===== src/rtl/mc_frame_sequencer.sv =====
// mc_frame_sequencer: turns the packed axi_frame stream into ACT/PRE/RD/WR
// array commands under an open-page policy with tRCD/tRP/tWR down-counters.
module mc_frame_sequencer #(
    parameter int unsigned AXI_ADDR_WIDTH  = 20,
    parameter int unsigned AXI_DATA_WIDTH  = 64,
    parameter int unsigned AXI_FRAME_WIDTH = AXI_ADDR_WIDTH + AXI_DATA_WIDTH + 3,
    parameter int unsigned ROW_WIDTH       = 14,
    parameter int unsigned COL_WIDTH       = 6,
    parameter int unsigned T_RCD           = 3,
    parameter int unsigned T_RP            = 2,
    parameter int unsigned T_WR            = 2
) (
    input  logic                       clk,
    input  logic                       rst,
    input  logic                       mc_en,
    input  logic [AXI_FRAME_WIDTH-1:0] axi_frame_data,
    input  logic                       axi_frame_valid,
    output logic                       axi_frame_ready,
    output logic                       array_cmd_valid,
    output logic [1:0]                 array_cmd,
    output logic [ROW_WIDTH-1:0]       array_row,
    output logic [COL_WIDTH-1:0]       array_col,
    output logic [AXI_DATA_WIDTH-1:0]  array_wdata,
    output logic                       row_open,
    output logic                       seq_busy
);

    localparam int unsigned RCD_W = $clog2(T_RCD + 2);
    localparam int unsigned RP_W  = $clog2(T_RP + 2);
    localparam int unsigned WR_W  = $clog2(T_WR + 2);

    localparam logic [1:0] S_IDLE   = 2'd0;
    localparam logic [1:0] S_PRE    = 2'd1;
    localparam logic [1:0] S_ACT    = 2'd2;
    localparam logic [1:0] S_ACCESS = 2'd3;

    localparam logic [1:0] CMD_RD  = 2'd0;
    localparam logic [1:0] CMD_WR  = 2'd1;
    localparam logic [1:0] CMD_ACT = 2'd2;
    localparam logic [1:0] CMD_PRE = 2'd3;

    logic [1:0]                r_state;
    logic                      r_row_open;
    logic [ROW_WIDTH-1:0]      r_open_row;
    logic [RCD_W-1:0]          r_t_rcd;
    logic [RP_W-1:0]           r_t_rp;
    logic [WR_W-1:0]           r_t_wr;
    logic                      r_cmd_valid;
    logic [1:0]                r_cmd;
    logic [ROW_WIDTH-1:0]      r_row;
    logic [COL_WIDTH-1:0]      r_col;
    logic [AXI_DATA_WIDTH-1:0] r_wdata;

    logic [1:0]                w_state_nxt;
    logic                      w_row_open_nxt;
    logic [ROW_WIDTH-1:0]      w_open_row_nxt;
    logic [RCD_W-1:0]          w_t_rcd_nxt;
    logic [RP_W-1:0]           w_t_rp_nxt;
    logic [WR_W-1:0]           w_t_wr_nxt;
    logic                      w_cmd_valid_nxt;
    logic [1:0]                w_cmd_nxt;
    logic [ROW_WIDTH-1:0]      w_row_nxt;
    logic [COL_WIDTH-1:0]      w_col_nxt;
    logic [AXI_DATA_WIDTH-1:0] w_wdata_nxt;

    logic                      w_wr;
    logic                      w_eof;
    logic                      w_unused_sof;
    logic [AXI_ADDR_WIDTH-1:0] w_addr;
    logic [ROW_WIDTH-1:0]      w_row;
    logic [COL_WIDTH-1:0]      w_col;
    logic [AXI_DATA_WIDTH-1:0] w_data;
    logic                      w_row_hit;
    logic                      w_ready;
    logic                      w_fire;

    // Head-frame field extraction; sof carries no control meaning here
    assign w_wr         = axi_frame_data[AXI_FRAME_WIDTH-1];
    assign w_unused_sof = axi_frame_data[AXI_FRAME_WIDTH-2];
    assign w_eof        = axi_frame_data[AXI_FRAME_WIDTH-3];
    assign w_addr       = axi_frame_data[AXI_DATA_WIDTH +: AXI_ADDR_WIDTH];
    assign w_row        = w_addr[AXI_ADDR_WIDTH-1:COL_WIDTH];
    assign w_col        = w_addr[COL_WIDTH-1:0];
    assign w_data       = axi_frame_data[AXI_DATA_WIDTH-1:0];

    // Ready never looks at valid; it is held off while reset is asserted
    assign w_row_hit = r_row_open && (w_row == r_open_row);
    assign w_ready   = (r_state == S_ACCESS) && (r_t_rcd == '0) && mc_en && w_row_hit && !rst;
    assign w_fire    = axi_frame_valid && w_ready;

    assign axi_frame_ready = w_ready;
    assign array_cmd_valid = r_cmd_valid;
    assign array_cmd       = r_cmd;
    assign array_row       = r_row;
    assign array_col       = r_col;
    assign array_wdata     = r_wdata;
    assign row_open        = r_row_open;
    assign seq_busy        = (r_state != S_IDLE) || (r_t_rcd != '0) || (r_t_rp != '0) || (r_t_wr != '0);

    // Next-state, timer and command decision logic
    always_comb begin
        w_state_nxt     = r_state;
        w_row_open_nxt  = r_row_open;
        w_open_row_nxt  = r_open_row;
        w_t_rcd_nxt     = (r_t_rcd != '0) ? (r_t_rcd - RCD_W'(1)) : r_t_rcd;
        w_t_rp_nxt      = (r_t_rp != '0) ? (r_t_rp - RP_W'(1)) : r_t_rp;
        w_t_wr_nxt      = (r_t_wr != '0) ? (r_t_wr - WR_W'(1)) : r_t_wr;
        w_cmd_valid_nxt = 1'b0;
        w_cmd_nxt       = CMD_RD;
        w_row_nxt       = '0;
        w_col_nxt       = '0;
        w_wdata_nxt     = '0;
        case (r_state)
            S_IDLE: begin
                if (axi_frame_valid && mc_en) begin
                    if (w_row_hit) begin
                        w_state_nxt = S_ACCESS;
                    end else if (r_row_open) begin
                        w_state_nxt = S_PRE;
                    end else begin
                        w_state_nxt = S_ACT;
                    end
                end
            end
            S_PRE: begin
                if (r_t_wr == '0) begin
                    w_cmd_valid_nxt = 1'b1;
                    w_cmd_nxt       = CMD_PRE;
                    w_row_nxt       = r_open_row;
                    w_row_open_nxt  = 1'b0;
                    w_t_rp_nxt      = RP_W'(T_RP);
                    w_state_nxt     = S_ACT;
                end
            end
            S_ACT: begin
                if ((r_t_rp == '0) && mc_en && axi_frame_valid) begin
                    w_cmd_valid_nxt = 1'b1;
                    w_cmd_nxt       = CMD_ACT;
                    w_row_nxt       = w_row;
                    w_open_row_nxt  = w_row;
                    w_row_open_nxt  = 1'b1;
                    w_t_rcd_nxt     = RCD_W'(T_RCD);
                    w_state_nxt     = S_ACCESS;
                end
            end
            S_ACCESS: begin
                if (w_fire) begin
                    w_cmd_valid_nxt = 1'b1;
                    w_cmd_nxt       = w_wr ? CMD_WR : CMD_RD;
                    w_col_nxt       = w_col;
                    if (w_wr) begin
                        w_wdata_nxt = w_data;
                        w_t_wr_nxt  = WR_W'(T_WR);
                    end
                    if (w_eof) begin
                        w_state_nxt = S_IDLE;
                    end
                end else if (axi_frame_valid && !w_row_hit) begin
                    w_state_nxt = S_PRE;
                end
            end
            default: w_state_nxt = S_IDLE;
        endcase
    end

    // State, timers and registered array command outputs
    always_ff @(posedge clk) begin
        if (rst) begin
            r_state     <= S_IDLE;
            r_row_open  <= 1'b0;
            r_open_row  <= '0;
            r_t_rcd     <= '0;
            r_t_rp      <= '0;
            r_t_wr      <= '0;
            r_cmd_valid <= 1'b0;
            r_cmd       <= '0;
            r_row       <= '0;
            r_col       <= '0;
            r_wdata     <= '0;
        end else begin
            r_state     <= w_state_nxt;
            r_row_open  <= w_row_open_nxt;
            r_open_row  <= w_open_row_nxt;
            r_t_rcd     <= w_t_rcd_nxt;
            r_t_rp      <= w_t_rp_nxt;
            r_t_wr      <= w_t_wr_nxt;
            r_cmd_valid <= w_cmd_valid_nxt;
            r_cmd       <= w_cmd_nxt;
            r_row       <= w_row_nxt;
            r_col       <= w_col_nxt;
            r_wdata     <= w_wdata_nxt;
        end
    end

endmodule


===== config.mk =====
export PLATFORM = sky130hd
export DESIGN_NAME = mc_frame_sequencer
export DESIGN_NICKNAME = d
export VERILOG_FILES = /design/src/rtl/mc_frame_sequencer.sv
export SDC_FILE = /design/constraint.sdc
export NUM_CORES = 1
export LEC_CHECK = 0
export ABC_AREA = 1
export CORE_MARGIN = 2
export CORE_UTILIZATION = 41
export DETAILED_ROUTE_END_ITERATION = 10
export PLACE_DENSITY_LB_ADDON = 0.2
export SYNTH_ARGS = -nofsm -noshare
export SYNTH_HDL_FRONTEND = slang
export SYNTH_SLANG_ARGS = --single-unit

===== constraint.sdc =====
create_clock -name clk -period 2.6 [get_ports clk]
set_clock_uncertainty 0.1 [all_clocks]
set_input_delay 0.78 -clock clk [delete_from_list [all_inputs] [get_ports clk]]
set_output_delay 0.78 -clock clk [all_outputs]
set_load 0.03 [all_outputs]

==> results of run 1 <==
area by class of cell:
class	count	share of cell area
Clock inverter	4	0.00469
Tap cell	133	0.0249
Multi-Input combinational cell	250	0.200
Clock buffer	11	0.0227
Inverter	119	0.0673
Sequential cell	111	0.333
Timing Repair Buffer	250	0.347
power by group through the flow:
stage          Combinational, mW  Clock, mW  Sequential, mW
2_1_floorplan              0.458          0            1.87
3_3_place_gp               0.800          0            1.85
3_5_place_dp               0.829          0            1.85
4_1_cts                    0.885       1.00            1.82
5_1_grt                     1.01       1.05            1.83
6_report                   0.917      0.961            1.82
per-layer routing:
layer | share of wire | vias to the layer above | track usage
li1 | - | 1920 | -
met5 | 0 | - | 0
met4 | 0.037 | 0 | 0.112
met2 | 0.49 | 162 | 0.342
met3 | 0.078 | 38 | 0.0447
met1 | 0.39 | 1690 | 0.213
registers in the layout, summed over array words and instances (netlist names):
signal and cells:
array_cmd_valid 1, r_open_row 14, r_state 2, array_col 6
row_open 1, array_wdata 64, array_cmd 2, r_t_rp 2
r_t_rcd 3, array_row 14, r_t_wr 2
what timing repair did:
| item | 4_1_cts | 5_1_grt |
|---|---|---|
| setup endpoints to repair | 2 | 9 |
| pin swaps | 16 | 15 |
| resized for setup | 79 | 25 |
| setup buffers | 58 | 2 |
cells in the final DEF (no fill, tap or decap), drive strengths merged, types with 2 or more instances in the layout:
| master | netlist | final |
|---|---|---|
| xnor2 | 3 | 3 |
| buf | 7 | 87 |
| o21ai | 4 | 4 |
| nand4 | 3 | 3 |
| nand3 | 7 | 7 |
| a31oi | 2 | 2 |
| clkdlybuf4s50 | 0 | 162 |
| nor2 | 96 | 96 |
| dfxtp | 111 | 111 |
| nand2 | 85 | 85 |
| clkbuf | 6 | 11 |
| xor2 | 2 | 2 |
| inv | 119 | 119 |
| ha | 7 | 7 |
| clkinv | 0 | 4 |
| a21oi | 35 | 35 |
path summary, 6_finish.rpt:
| kind | to | cells after the start | startpoint | slack [ps] |
|---|---|---|---|---|
| max | axi_frame_ready | 8 | axi_frame_data[79] | -100 |
| min | r_t_rp[0] | 2 | r_t_rp[1] | 370 |
| max reg2reg | r_state[1] | 12 | r_t_rcd[1] | 540 |
| min reg2reg | r_t_rp[0] | 2 | r_t_rp[1] | 370 |
worst reg2reg max path: stages, from the launching register on:
cell and delay [ps]:
dfxtp_1 320, inv_1 70, ha_1 140, inv_1 30
or2_2 280, buf_4 160, nor2_4 90, buf_4 110
nand4_2 150, nand3_1 130, nand3_1 120, and2_1 180
nor2_1 90
per-stage QoR:
stage,std cells,util
2_1_floorplan,493,-
3_3_place_gp,807,0.625
3_5_place_dp,807,0.625
4_1_cts,880,0.685
5_1_grt,878,0.692
6_report,878,0.692
cells by family (layout without fill, tap and decap cells):
group	after synthesis	in the layout
XOR/XNOR	5	5
flip-flops	111	111
AND/OR/NAND/NOR	195	195
adder cells (fa/ha/maj)	7	7
buffers and inverters	132	384
AO/OA/AOI/OAI	43	43
==> results.tsv, run 1 <==
stage	metric	value	unit
critical_path	start_kind	primary input	
placement	postPlaceCellArea	6020	µm²
layout	syn_to_final_growth	66.0	%
floorplanning	die_y	103	µm
synthesis	synth_xor_xnor_area_share	0.0109	
placement	io_buffers	179	
power	internal-power	2.58	mW
drt	route.final.wire_length	10700	µm
power	clockPowerShare	0.260	
sta	drv_slew	0	
power	fin_total_pwr	3.70	mW
layout	multiInputGateArea	1340	µm²
flow_run	maxCapViolCount	0	
clock_network	cts_hold_buf	0	
drt	vias_per_cell	4.34	
worst_hold_path	hp-class	reg2reg	
sta	setup_slack	-102	ps
layout	num-fill-cells	771	
clock_network	clock_latency	370	ps
synthesis	avgSynthCellArea	8.15	µm²
synthesis	yosys_warnings	0	
sta	period_needed	2700	ps
synthesis	netlist.area_leader.share	0.553	
drt	num_vias	3810	
critical_path	crit_buf_inv	2	
sta	timing.final.hold_violations	0	
sta	slew_headroom	0.618	
sta	hold_slack	367	ps
synthesis	synth_area	4020	µm²
power	switching_power	1.11	mW
power	p_per_area	554	nW/µm²
synthesis	synth_compound_area_frac	0.0554	
layout	drive_gt1_frac	0.226	
global_routing	grt_max_degree	35	
clock_network	cts.path.max_buffers	2	
critical_path	worstPathMaxFanout	2	
drt	dr.first_iter.drc_count	109	
floorplanning	core.rowCount	36	
drt	ant_nets	0	
placement	preCtsSetupSlack	-489	ps
critical_path	path_class	in2out	
floorplanning	dieArea	10600	µm²
critical_path	slowest_delay	170	ps
floorplanning	start_util	0.417	
run_status	status	complete, but fails checks	
synthesis	yosysSeqAreaShare	0.553	
global_routing	grt_pass1_wl	16100	µm
critical_path	cp_data_arrival_time	1820	ps
critical_path	path_cells	buf_6 -> xor2_1 -> nor2_1 -> nand3_1 -> nor2_4 -> nand2_2 -> nor2_4 -> buf_6	
global_routing	grt_remaining_overflow	0	
global_routing	antenna_found_initial	0	
clock_network	clk_pin_slew	110	ps
layout	nNetsFinal	839	
sta	max_freq	370	MHz
drt	drtPass1Iterations	5	
drt	drc	0	
floorplanning	io_pins	181	
clock_network	cts_tree	yes	
global_routing	grt_pass1_vias	3638	
power	switching_share	0.301	
sta	final.setup.tns	-102	ps
sta	setup_viol_count_final	1	
power	power_frac_seq	0.492	
synthesis	yosysTopAreaCell	dfxtp_1	
clock_network	cts.sink_count	111	
synthesis	synth_edf_count	0	
synthesis	synthesis.nets	591	
synthesis	syn_inst	493	
synthesis	muxShareOfSynthArea	0	
critical_path	cpMaxStageDelayCell	nor2_4	
power	ir_worst_vdd	0.000335	V
placement	routabilityCongestion	0.878	
run_status	violations	negative setup slack	
synthesis	ys_top_cells_by_count	inv_1, dfxtp_1, nand2_1, nor2_1, a21oi_1	
power	p_leak	3.01	nW
synthesis	yosysMostFrequentCell	inv_1	
layout	stdcell_area	6670	µm²
floorplanning	die_width	103	µm
synthesis	synth_top_family_by_area	simple AND/OR/NAND/NOR gates	
synthesis	ys.flop_type	dfxtp_1	
synthesis	synthTopCellsByArea	dfxtp_1, inv_1, nand2_1	
layout	diodes	0	
synthesis	synth-adder-area-share	0.0218	
synthesis	synth_simple_gate_area_frac	0.227	
synthesis	yosysUniqueCellTypes	28	
sta	period_share	1.04	
clock_network	h-tree-depth	3	
sta	rsz0062_at_grt	true	
critical_path	endpoint_kind	primary output	
sta	tightest_slew	572	ps
critical_path	critPathRequiredTime	1720	ps
floorplanning	core_area	9640	µm²
power	pwr-share-comb	0.248	
drt	wire_per_inst	12.2	µm
critical_path	crit_family	simple AND/OR/NAND/NOR gates	
layout	ff_latch_area	2220	µm²
synthesis	synth_seq_cells	111	
synthesis	synthArstFlopShare	0	
clock_network	cts_buffers	9	
placement	dp_hpwl	7110	µm
clock_network	clockRootBuffer	clkbuf_8	
global_routing	grt_usage	0.194	
No activity file was read; power rests on OpenSTA's default activity.
==> run 2, diff against run 1 <==
- CORE_MARGIN: 2 -> 5
- SLEW_MARGIN: default -> 20
==> run 2 against run 1 <==
  * The flow still finishes with violations (negative setup slack)
  * Die area rose by 12%
  * Setup slack improved by 67 ps
  * Final area fell by 4.4%
  * First-iteration DRC count rose by 42%
  * Sequential power barely moved
  * Routed wire length fell by 5.2%
  * Combinational power fell by 4.5%
  * Via count fell by 6.7%
  * Largest cell class is now sequential cells
==> results.tsv, run 2 (synthesis gave the netlist of run 1 again) <==
stage	metric	value	unit
power	ir_worst_vdd	0.000324	V
sta	period_share	1.01	
worst_hold_path	holdPathEnd	r_t_rp[0]	
power	p_per_area	600	nW/µm²
drt	wire_per_inst	12.2	µm
global_routing	grt.met1_usage	0.188	
critical_path	worstPathMaxFanout	2	
layout	final_cell_mix	clkdlybuf4s50_1, dfxtp_1, inv_1, nand2_1, nor2_1	
power	p_leak	2.82	nW
critical_path	reg2reg_slack	600	ps
sta	slew_headroom	0.591	
critical_path	r2r-end	r_state[1]	
critical_path	reg2regPathDepth	14	
layout	diodes	0	
placement	preCtsSetupSlack	-498	ps
critical_path	start_kind	primary input	
sta	max_freq	379	MHz
clock_network	clock_latency	370	ps
sta	setup_slack	-35.4	ps
placement	dp_hpwl	7710	µm
drt	route.final.wire_length	10200	µm
drt	num_vias	3556	
floorplanning	io_pins	181	
global_routing	grt_max_degree	38	
floorplanning	start_util	0.415	
global_routing	use_met3	0.0403	
layout	postLayoutCoreUtil	0.659	
global_routing	top_usage_layer	met2	
clock_network	cts.sink_count	111	
layout	largest_reg_flops	64	
placement	io_buffers	179	
global_routing	antenna_found_initial	0	
global_routing	grt_pass1_vias	3531	
clock_network	cts_buffers	9	
flow_run	maxCapViolCount	0	
critical_path	cp_data_arrival_time	1760	ps
layout	syn_to_final_growth	58.8	%
floorplanning	die_y	109	µm
critical_path	path_class	in2out	
worst_hold_path	hp-class	reg2reg	
placement	routabilityCongestion	0.851	
sta	drv_slew	0	
floorplanning	core.rowCount	36	
clock_network	clockRootBuffer	clkbuf_8	
global_routing	grt_usage	0.171	
clock_network	cts.path.max_buffers	2	
sta	rsz0062_at_grt	true	
sta	timing.final.hold_violations	0	
worst_hold_path	hp-start	r_t_rp[0]	
drt	drtPass1Iterations	4	
floorplanning	dieArea	11900	µm²
global_routing	grt_use_met2	0.307	
sta	tightest_slew	612	ps
sta	setup_viol_count_final	1	
layout	num-fill-cells	825	
drt	vias_per_cell	4.28	
clock_network	cts_tree	yes	
layout	drive_gt1_frac	0.170	
sta	period_needed	2640	ps
clock_network	clk_pin_slew	100	ps
drt	drc	0	
drt	ant_nets	0	
critical_path	critPathRequiredTime	1720	ps
floorplanning	die_width	109	µm
critical_path	reg2reg_from	r_t_rcd[0]	
drt	dr.first_iter.drc_count	155	
layout	final_common_cell	clkdlybuf4s50_1	
critical_path	endpoint_kind	primary output	
layout	nNetsFinal	791	
floorplanning	core_area	9680	µm²
run_status	status	complete, but fails checks	
sta	final.setup.tns	-35.4	ps
clock_network	h-tree-depth	3	
run_status	violations	negative setup slack	
clock_network	cts_hold_buf	0	
global_routing	grt_remaining_overflow	0	
global_routing	grt_pass1_wl	15900	µm
worst_hold_path	whs_path_depth	1	
-- run 2: what timing repair did --
item                                    CTS  global route
pin swaps                                17            15
hold endpoints to repair                  0             0
gates resized for setup                  81            23
setup buffers                             5             2
endpoints found under the setup margin    2             2
-- run 2: worst max path at each step --
stage	startpoint	cells past startpoint	slack, ps	to
final	axi_frame_data[79]	8	-40	axi_frame_ready
after global routing	axi_frame_data[79]	8	-100	axi_frame_ready
after CTS	axi_frame_data[78]	8	-80	axi_frame_ready
after detailed placement	axi_frame_data[71]	10	-500	axi_frame_ready
after global placement	axi_frame_data[83]	10	-480	axi_frame_ready
after floorplan	axi_frame_data[83]	8	170	axi_frame_ready
-- run 2: stage by stage --
stage / hold WS [ps] / cells / power, mW / cell area [µm²]
detailed placement: 351 / 808 / 2.68 / 6040
floorplan: 322 / 493 / 2.32 / 4020
CTS: 364 / 829 / 3.81 / 6270
global route: 405 / 831 / 4.06 / 6380
global placement: 333 / 808 / 2.65 / 6040
finish: 362 / 831 / 3.83 / 6380
-- run 2: where the power goes --
| group | internal [mW] | switching [mW] | leakage (nW) |
|---|---|---|---|
| registers | 1.77 | 0.0487 | 0.896 |
| logic | 0.403 | 0.472 | 1.82 |
| clock network | 0.570 | 0.563 | 0.110 |
| total | 2.74 | 1.08 | 2.82 |
-- run 2: area by class of cell --
| type | instances | area (µm²) | area share |
|---|---|---|---|
| clock buffers | 11 | 141 | 0.0222 |
| repair buffers | 202 | 1980 | 0.311 |
| well taps | 133 | 166 | 0.0261 |
| flip-flops and latches | 111 | 2220 | 0.349 |
| inverters | 119 | 447 | 0.0700 |
| clock inverters | 5 | 81.3 | 0.0127 |
| multi-input cells | 250 | 1340 | 0.210 |
-- run 2: routing by layer --
layer / vias to the layer above / part of all wire
li1: 1829 / -
met1: 1605 / 0.38
met2: 106 / 0.52
met3: 16 / 0.076
met4: 0 / 0.024
met5: - / 0
-- run 2: worst max-delay path, stage by stage --
cell	delay [ps]
buf_6	100
xor2_2	140
nor2_2	140
nand3_2	110
nor2_4	140
nand2_2	80
nor2_4	110
buf_6	140
==> run 3, diff against run 2 <==
- PLACE_DENSITY: default -> 0.79
- PLACE_DENSITY_LB_ADDON: 0.2 -> default
==> run 3 against run 2 <==
  * The run still ends with negative setup slack left
  * Setup slack got worse by 26 ps
  * Routed wire length increased by 7.3%
  * Via count is 2.6% higher
  * First-iteration DRC count is 61% higher
  * Cell count up 1.3%
  * Clock power down 12%
  * Register-to-register slack gained 40 ps
  * Core utilization increased by 0.21 points
  * Sequential power hardly changed
  * Sequential cell count stayed put
  * Hold slack worse by 5.8 ps
  * Largest power group unchanged
==> results.tsv, run 3 (synthesis gave the netlist of run 1 again) <==
stage	metric	value	unit
power	pwr-share-comb	0.243	
critical_path	cpMaxStageDelayCell	nor2_4	
global_routing	antenna_found_initial	0	
sta	setup_slack	-61.6	ps
sta	max_freq	376	MHz
layout	largest_reg_flops	64	
critical_path	path_class	in2out	
power	internal-power	2.65	mW
worst_hold_path	hp-class	reg2reg	
drt	num_vias	3648	
placement	dp_hpwl	8200	µm
clock_network	cts_hold_buf	0	
drt	wire_per_inst	12.9	µm
sta	slew_headroom	0.659	
sta	drv_slew	0	
clock_network	clock_latency	360	ps
critical_path	cp_data_arrival_time	1780	ps
layout	nNetsFinal	802	
sta	setup_viol_count_final	1	
floorplanning	dieArea	11900	µm²
global_routing	grt_pass1_wl	16500	µm
global_routing	grt_usage	0.177	
placement	preCtsSetupSlack	-524	ps
critical_path	start_kind	primary input	
layout	diodes	0	
drt	vias_per_cell	4.33	
global_routing	grt_max_degree	45	
floorplanning	start_util	0.415	
power	clockPowerShare	0.269	
layout	final_common_cell	clkdlybuf4s50_1	
clock_network	clk_pin_slew	100	ps
floorplanning	core.rowCount	36	
critical_path	critPathRequiredTime	1720	ps
global_routing	grt_pass1_vias	3541	
floorplanning	die_y	109	µm
critical_path	endpoint_kind	primary output	
global_routing	grt_remaining_overflow	0	
drt	route.final.wire_length	10900	µm
layout	ff_latch_area	2220	µm²
sta	tightest_slew	512	ps
clock_network	cts_buffers	9	
clock_network	cts.path.max_buffers	2	
clock_network	h-tree-depth	3	
power	switching_power	1.08	mW
critical_path	path_cells	buf_2 -> inv_2 -> nand2_1 -> nand2_1 -> nand2_1 -> nor2_1 -> nand2_1 -> nor2_4 -> nand2_2 -> nor2_4 -> buf_6	
run_status	status	complete, but fails checks	
layout	multiInputGateArea	1330	µm²
drt	drc	0	
power	p_leak	2.84	nW
drt	drtPass1Iterations	5	
layout	syn_to_final_growth	59.3	%
layout	drive_gt1_frac	0.179	
power	p_per_area	583	nW/µm²
placement	io_buffers	179	
floorplanning	core_area	9680	µm²
sta	period_share	1.02	
flow_run	maxCapViolCount	0	
sta	rsz0062_at_grt	true	
sta	final.setup.tns	-61.6	ps
critical_path	crit_buf_inv	3	
drt	ant_nets	0	
run_status	violations	negative setup slack	
critical_path	crit_family	simple AND/OR/NAND/NOR gates	
clock_network	cts_tree	yes	
critical_path	reg2reg_slack	640	ps
critical_path	worstPathMaxFanout	2	
placement	routabilityCongestion	0.773	
clock_network	cts.sink_count	111	
critical_path	slowest_delay	140	ps
power	ir_worst_vdd	0.000305	V
layout	stdcell_area	6400	µm²
layout	num-fill-cells	785	
layout	final_cell_mix	clkdlybuf4s50_1, dfxtp_1, inv_1, nand2_1, nor2_1	
drt	dr.first_iter.drc_count	249	
sta	period_needed	2660	ps
critical_path	path_common_cell	nand2_1	
power	switching_share	0.289	
clock_network	clockRootBuffer	clkbuf_8	
power	power_frac_seq	0.488	
sta	timing.final.hold_violations	0	
placement	postPlaceCellArea	6030	µm²
floorplanning	die_width	109	µm
floorplanning	io_pins	181	
## run 3: power groups by stage
stage	combinational, mW	sequential, mW	clock (mW)
2_1_floorplan	0.458	1.87	0
3_3_place_gp	0.804	1.85	0
3_5_place_dp	0.836	1.85	0
4_1_cts	0.855	1.82	1.03
5_1_grt	1.01	1.83	1.12
6_report	0.907	1.82	1.00
## run 3: path summary, 6_finish.rpt
check | from | to | depth (start not counted)
max | axi_frame_data[81] | axi_frame_ready | 11
min | r_t_rp[0] | r_t_rp[0] | 1
max reg2reg | r_t_rcd[0] | r_state[1] | 12
min reg2reg | r_t_rp[0] | r_t_rp[0] | 1
## run 3: what timing repair did
item / in CTS / in global routing
pin swaps: 19 / 7
gates resized for setup: 90 / 14
buffers inserted: 16 / 3
gates cloned: 0 / 0
endpoints found under the setup margin: 2 / 4
## run 3: layout make-up
type,count,area share
sequential,111,0.347
clock inverter,4,0.00704
multi-input combinational,250,0.208
clock buffer,12,0.0227
tap,133,0.0260
timing repair buffer,213,0.319
inverter,119,0.0698
## run 3: per-stage QoR
step | utilization | hold WS (ps) | cells | total power [mW]
2_1_floorplan | - | 322 | 493 | 2.32
3_3_place_gp | 0.623 | 332 | 808 | 2.65
3_5_place_dp | 0.623 | 341 | 808 | 2.69
4_1_cts | 0.654 | 356 | 840 | 3.70
5_1_grt | 0.661 | 390 | 842 | 3.95
6_report | 0.661 | 356 | 842 | 3.73
## run 3: routing by layer
layer	up-vias	track usage	routed length, µm
met2	151	0.319	5600
met5	-	0	0
li1	1843	-	-
met3	19	0.0414	932
met4	0	0.0658	229
met1	1635	0.201	4140
